$ cat config.mk
export PLATFORM = sky130hd
export DESIGN_NAME = instruction_fetch
export DESIGN_NICKNAME = d
export VERILOG_FILES = /design/src/rtl/instruction_fetch.sv
export SDC_FILE = /design/constraint.sdc
export NUM_CORES = 1
export LEC_CHECK = 0
export BUFFER_PORTS_ARGS = -buffer_cell sky130_fd_sc_hd__clkbuf_2
export CAP_MARGIN = 20
export CORE_ASPECT_RATIO = 1.1
export CORE_MARGIN = 2
export CORE_UTILIZATION = 53
export CTS_BUF_LIST = sky130_fd_sc_hd__clkbuf_8
export DETAILED_ROUTE_END_ITERATION = 7
export PLACE_DENSITY = 0.82
export SYNTH_ARGS = -nofsm -noshare
export SYNTH_HDL_FRONTEND = slang
export SYNTH_SLANG_ARGS = --single-unit
$ cat constraint.sdc
create_clock -name clk -period 2.5 [get_ports clk]
set_input_delay 0.125 -clock clk [delete_from_list [all_inputs] [get_ports clk]]
set_output_delay 0.125 -clock clk [all_outputs]
set_load 0.005 [all_outputs]
$ cat src/rtl/instruction_fetch.sv
// -----------------------------------------------------------------------------
// instruction_fetch
//
// Fetch stage of the RISC-V datapath. Owns the program counter, drives the
// word address to instruction memory, captures the returned word into an
// IF/ID output register and offers it to decode over a valid/ready handshake.
// Handles sequential advance, branch/jump redirect with flush, decode
// back-pressure, halt on a designated instruction and misaligned targets.
//
// Parameters
//   RESET_PC   PC value loaded on reset
//   HALT_INSN  instruction encoding that stops fetch
//
// Ports
//   clk             in   1   clock, rising-edge
//   reset           in   1   synchronous, active-high reset
//   A               out  32  instruction-memory byte address (= pc)
//   RD              in   32  instruction-memory read data (combinational from A)
//   redirect_valid  in   1   branch/jump taken this cycle
//   redirect_pc     in   32  redirect target byte address
//   out_valid       out  1   IF/ID register holds a valid instruction
//   out_ready       in   1   decode accepts the instruction this cycle
//   out_instr       out  32  captured instruction
//   out_pc          out  32  pc of captured instruction
//   halted          out  1   fetch stopped
//   misaligned      out  1   sticky: a redirect target was not word aligned
//   fetch_count     out  32  instructions captured since reset
// -----------------------------------------------------------------------------
module instruction_fetch #(
  parameter logic [31:0] RESET_PC  = 32'h0000_0000,
  parameter logic [31:0] HALT_INSN = 32'h0000_0073
) (
  input  logic        clk,
  input  logic        reset,
  output logic [31:0] A,
  input  logic [31:0] RD,
  input  logic        redirect_valid,
  input  logic [31:0] redirect_pc,
  output logic        out_valid,
  input  logic        out_ready,
  output logic [31:0] out_instr,
  output logic [31:0] out_pc,
  output logic        halted,
  output logic        misaligned,
  output logic [31:0] fetch_count
);

  typedef enum logic [1:0] {
    S_IDLE = 2'd0,
    S_RUN  = 2'd1,
    S_HALT = 2'd2
  } state_t;

  state_t      r_state;
  logic [31:0] r_pc;
  logic        r_out_valid;
  logic [31:0] r_out_instr;
  logic [31:0] r_out_pc;
  logic        r_misaligned;
  logic [31:0] r_fetch_count;

  state_t      w_state_nxt;
  logic [31:0] w_pc_nxt;
  logic        w_out_valid_nxt;
  logic [31:0] w_out_instr_nxt;
  logic [31:0] w_out_pc_nxt;
  logic        w_misaligned_nxt;
  logic [31:0] w_fetch_count_nxt;
  logic        w_fire;
  logic        w_aligned;

  // The output register may be refilled when it is empty or being drained.
  assign w_fire    = !r_out_valid || out_ready;
  assign w_aligned = (redirect_pc[1:0] == 2'b00);

  always_comb begin
    w_state_nxt       = r_state;
    w_pc_nxt          = r_pc;
    w_out_valid_nxt   = r_out_valid;
    w_out_instr_nxt   = r_out_instr;
    w_out_pc_nxt      = r_out_pc;
    w_misaligned_nxt  = r_misaligned;
    w_fetch_count_nxt = r_fetch_count;

    unique case (r_state)
      // One dead cycle after reset so the memory's reset-forced read is skipped.
      S_IDLE: w_state_nxt = S_RUN;

      S_RUN: begin
        if (redirect_valid) begin
          // Redirect outranks capture: flush whatever sits in IF/ID.
          w_out_valid_nxt = 1'b0;
          if (w_aligned) begin
            w_pc_nxt = redirect_pc;
          end else begin
            w_misaligned_nxt = 1'b1;
            w_state_nxt      = S_HALT;
          end
        end else if (w_fire) begin
          w_out_instr_nxt   = RD;
          w_out_pc_nxt      = r_pc;
          w_out_valid_nxt   = 1'b1;
          w_fetch_count_nxt = r_fetch_count + 32'd1;
          if (RD == HALT_INSN) begin
            // The halt word is delivered but the pc stays on it.
            w_state_nxt = S_HALT;
          end else begin
            w_pc_nxt = r_pc + 32'd4;
          end
        end
      end

      S_HALT: begin
        if (redirect_valid) begin
          w_out_valid_nxt = 1'b0;
          if (w_aligned) begin
            w_pc_nxt    = redirect_pc;
            w_state_nxt = S_RUN;
          end else begin
            w_misaligned_nxt = 1'b1;
          end
        end else if (r_out_valid && out_ready) begin
          // Let decode drain the last captured word, then stay empty.
          w_out_valid_nxt = 1'b0;
        end
      end

      default: w_state_nxt = S_IDLE;
    endcase
  end

  always_ff @(posedge clk) begin
    if (reset) begin
      r_state       <= S_IDLE;
      r_pc          <= RESET_PC;
      r_out_valid   <= 1'b0;
      r_out_instr   <= 32'd0;
      r_out_pc      <= 32'd0;
      r_misaligned  <= 1'b0;
      r_fetch_count <= 32'd0;
    end else begin
      r_state       <= w_state_nxt;
      r_pc          <= w_pc_nxt;
      r_out_valid   <= w_out_valid_nxt;
      r_out_instr   <= w_out_instr_nxt;
      r_out_pc      <= w_out_pc_nxt;
      r_misaligned  <= w_misaligned_nxt;
      r_fetch_count <= w_fetch_count_nxt;
    end
  end

  assign A           = r_pc;
  assign out_valid   = r_out_valid;
  assign out_instr   = r_out_instr;
  assign out_pc      = r_out_pc;
  assign halted      = (r_state == S_HALT);
  assign misaligned  = r_misaligned;
  assign fetch_count = r_fetch_count;

endmodule

==> impl_metrics.json <==
{
  "status": "finished, violations left",
  "violations": "DRC",
  "crit_arrival_ns": 2.67,
  "synth_area_um2": 6140,
  "critPathKind": "register to register",
  "track_usage_pct": 31.0,
  "tns_ns": 0,
  "place.gp.congestion": 0.949,
  "multiInputGateArea_um2": 3240,
  "start_util_pct": 53.9,
  "layout_common_cells": "clkbuf_2 (197), nand2_1 (192), dfxtp_1 (132)",
  "die_h_um": 117,
  "first_pass_iters": 8,
  "fin_util_pct": 71.5,
  "die-area_um2": 12500,
  "cts_resized": 0,
  "synthFlopType": "dfxtp_1",
  "hold_viol": 0,
  "rows": 41,
  "dp_hpwl_mm": 13.5,
  "cts_tree": "done",
  "antenna_found_initial": 0,
  "grt_max_degree": 45,
  "cts_root_buf": "clkbuf_8",
  "dpl_worst_slack_ns": 0.271,
  "wl_per_cell_um": 16.8,
  "ys_seq_area_share_pct": 43.0,
  "power.internal_mw": 4.09,
  "ys_types": 61,
  "critPathLaunchType": "register",
  "critPathRequiredTime_ns": 2.86,
  "critPathTopFamily": "simple AND/OR/NAND/NOR gates",
  "cts_hold_buf": 32,
  "viasPerCell": 5.87,
  "drive_gt1_share_pct": 27.2,
  "post-cts-setup-buffer-count": 0,
  "first_global_vias": 6265,
  "grt_pass1_wl_mm": 30.8,
  "power_density_nw_per_um2": 788,
  "worst_path_max_delay_cell": "or4_1",
  "ys_top_cells_by_area": "dfxtp_1 (43%), nand2_1 (12%), a21oi_1 (8.6%)",
  "clk_latency_ns": 0.43,
  "finalMaxSlewViolations": 0,
  "io_buffers": 198,
  "whs_ns": 0.0306,
  "fmax_mhz": 433,
  "ys_ff_latch": 132,
  "routed_wl_mm": 19.9,
  "crit_buf_inv": 1,
  "fp.dieW_um": 107,
  "clockPowerShare_pct": 29.4,
  "finalNonFillerCells": 1184,
  "finalInstanceArea_um2": 8140,
  "final_antenna_net_count": 0,
  "final-seq-area_um2": 2640,
  "netSwitchingFraction_pct": 36.2,
  "cp_max_fo": 8,
  "async_reset_ff_share_pct": 0,
  "power_mw": 6.41,
  "final_common_cell": "clkbuf_2",
  "grt_setup_unrepaired": "false",
  "cts_num_sinks": 132,
  "postPlaceCellArea_um2": 7400,
  "tightest_slew_ns": 0.634,
  "drv_cap": 0,
  "htreeDepth": 4,
  "synthCells": 795,
  "ir_drop_mv": 0.390,
  "areaGrowthSynthToFinish_pct": 32.5,
  "fp.coreArea_um2": 11400,
  "synth_edf_count": 0,
  "cts_made_buffers": 17,
  "slew_headroom_pct": 57.6,
  "end_kind": "register",
  "hold_path_class": "primary input to register",
  "final.setup.worst_slack_ns": 0.191,
  "p_comb_share_pct": 29.9,
  "placedCellCount": 1119,
  "slowest_delay_ns": 0.54,
  "yosysTopAreaCell": "dfxtp_1",
  "vias": 6948,
  "switching_power_mw": 2.33,
  "fillers": 946,
  "gr-total-overflow": 0,
  "synth_warnings": 0,
  "synth_top_area_share_pct": 43.0,
  "fin_crit_sh_pct": 92.4,
  "pwr-share-seq_pct": 40.7,
  "clk_pin_slew_ns": 0.08,
  "drc": 4,
  "synth_nets": 868,
  "synth.avg_cell_area_um2": 7.73,
  "worstPathCellList": "inv_1 > ha_1 > nor2b_1 > nand4_1 > or4_1 > or3_1 > a21oi_1",
  "leakage_nw": 3.27,
  "min_period_ns": 2.31,
  "drt_iter0_drc": 500,
  "fin_skew_ns": 0.0132,
  "pin_count": 199,
  "nets": 1093,
  "clockBufferDepth": 2,
  "finalSetupViolations": 0
}
## registers in the layout, indices dropped and copies added (netlist names)
name and cells:
out_valid 1, out_instr 32, misaligned 1, A 32
out_pc 32, fetch_count 32, r_state 2
## area by class of cell
type / instances / share of cell area (%)
Clock buffer: 17 / 2.87
Antenna cell: 1 / 0.0307
Inverter: 15 / 0.692
Sequential cell: 132 / 32.5
Clock inverter: 15 / 2.21
Multi-Input combinational cell: 595 / 39.8
Tap cell: 150 / 2.31
Timing Repair Buffer: 259 / 19.6
## power groups by stage
stage	Combinational [mW]	Sequential (mW)	Clock, mW
2_1_floorplan	1.07	2.60	0
3_3_place_gp	1.81	2.64	0
3_5_place_dp	1.83	2.64	0
4_1_cts	1.87	2.60	1.89
5_1_grt	2.09	2.63	1.99
6_report	1.92	2.61	1.88
## cell usage after synthesis (3+ instances only)
cell type and instances:
a211oi_1 8, a21oi_1 106, a311oi_1 4, a31oi_1 11, and2_1 6, and3_1 6, and4_1 6, and4b_1 3
buf_1 5, buf_2 3, clkbuf_1 43, dfxtp_1 132, ha_1 5, inv_1 15, nand2_1 193, nand3_1 21
nand4_1 23, nor2_1 44, nor2b_1 3, nor3_1 18, nor4_1 15, o211ai_1 4, o21ai_0 33, o221a_2 4
o22ai_1 5, o311a_1 3, o32ai_1 4, or2_2 6, or3_1 9, xnor2_1 12, xor2_1 9
## tightest hold or removal path: stages
cell,delay (ns)
clkbuf_2,0.09
o211ai_1,0.09
nor3_1,0.12
## worst paths after layout
check	start	endpoint	slack (ns)	depth (start not counted)
setup reg to reg	r_state[1]	fetch_count[30]	0.19	7
hold reg to reg	out_pc[13]	out_pc[13]	0.46	2
hold / removal	redirect_pc[19]	A[19]	0.03	3
setup / recovery	r_state[1]	fetch_count[30]	0.19	7
## metal layers
metal | GRT usage, % | share of wire, % | wire (um)
met5 | 0 | 0 | 0
met4 | 14.2 | 3.1 | 626
met3 | 6.64 | 8.5 | 1690
met2 | 52.2 | 49 | 9680
met1 | 38.2 | 40 | 7890
## kinds of logic after synthesis
family	count (synthesis)	share of synthesized area [%]
AO/OA/AOI/OAI	197	19.1
XOR/XNOR	21	2.99
flip-flops	132	43.0
buffers and inverters	68	4.36
adder cells (fa/ha/maj)	5	1.02
multiplexers	1	0.183
AND/OR/NAND/NOR	371	29.3
Note: power is estimated with default switching activity, not from simulation.
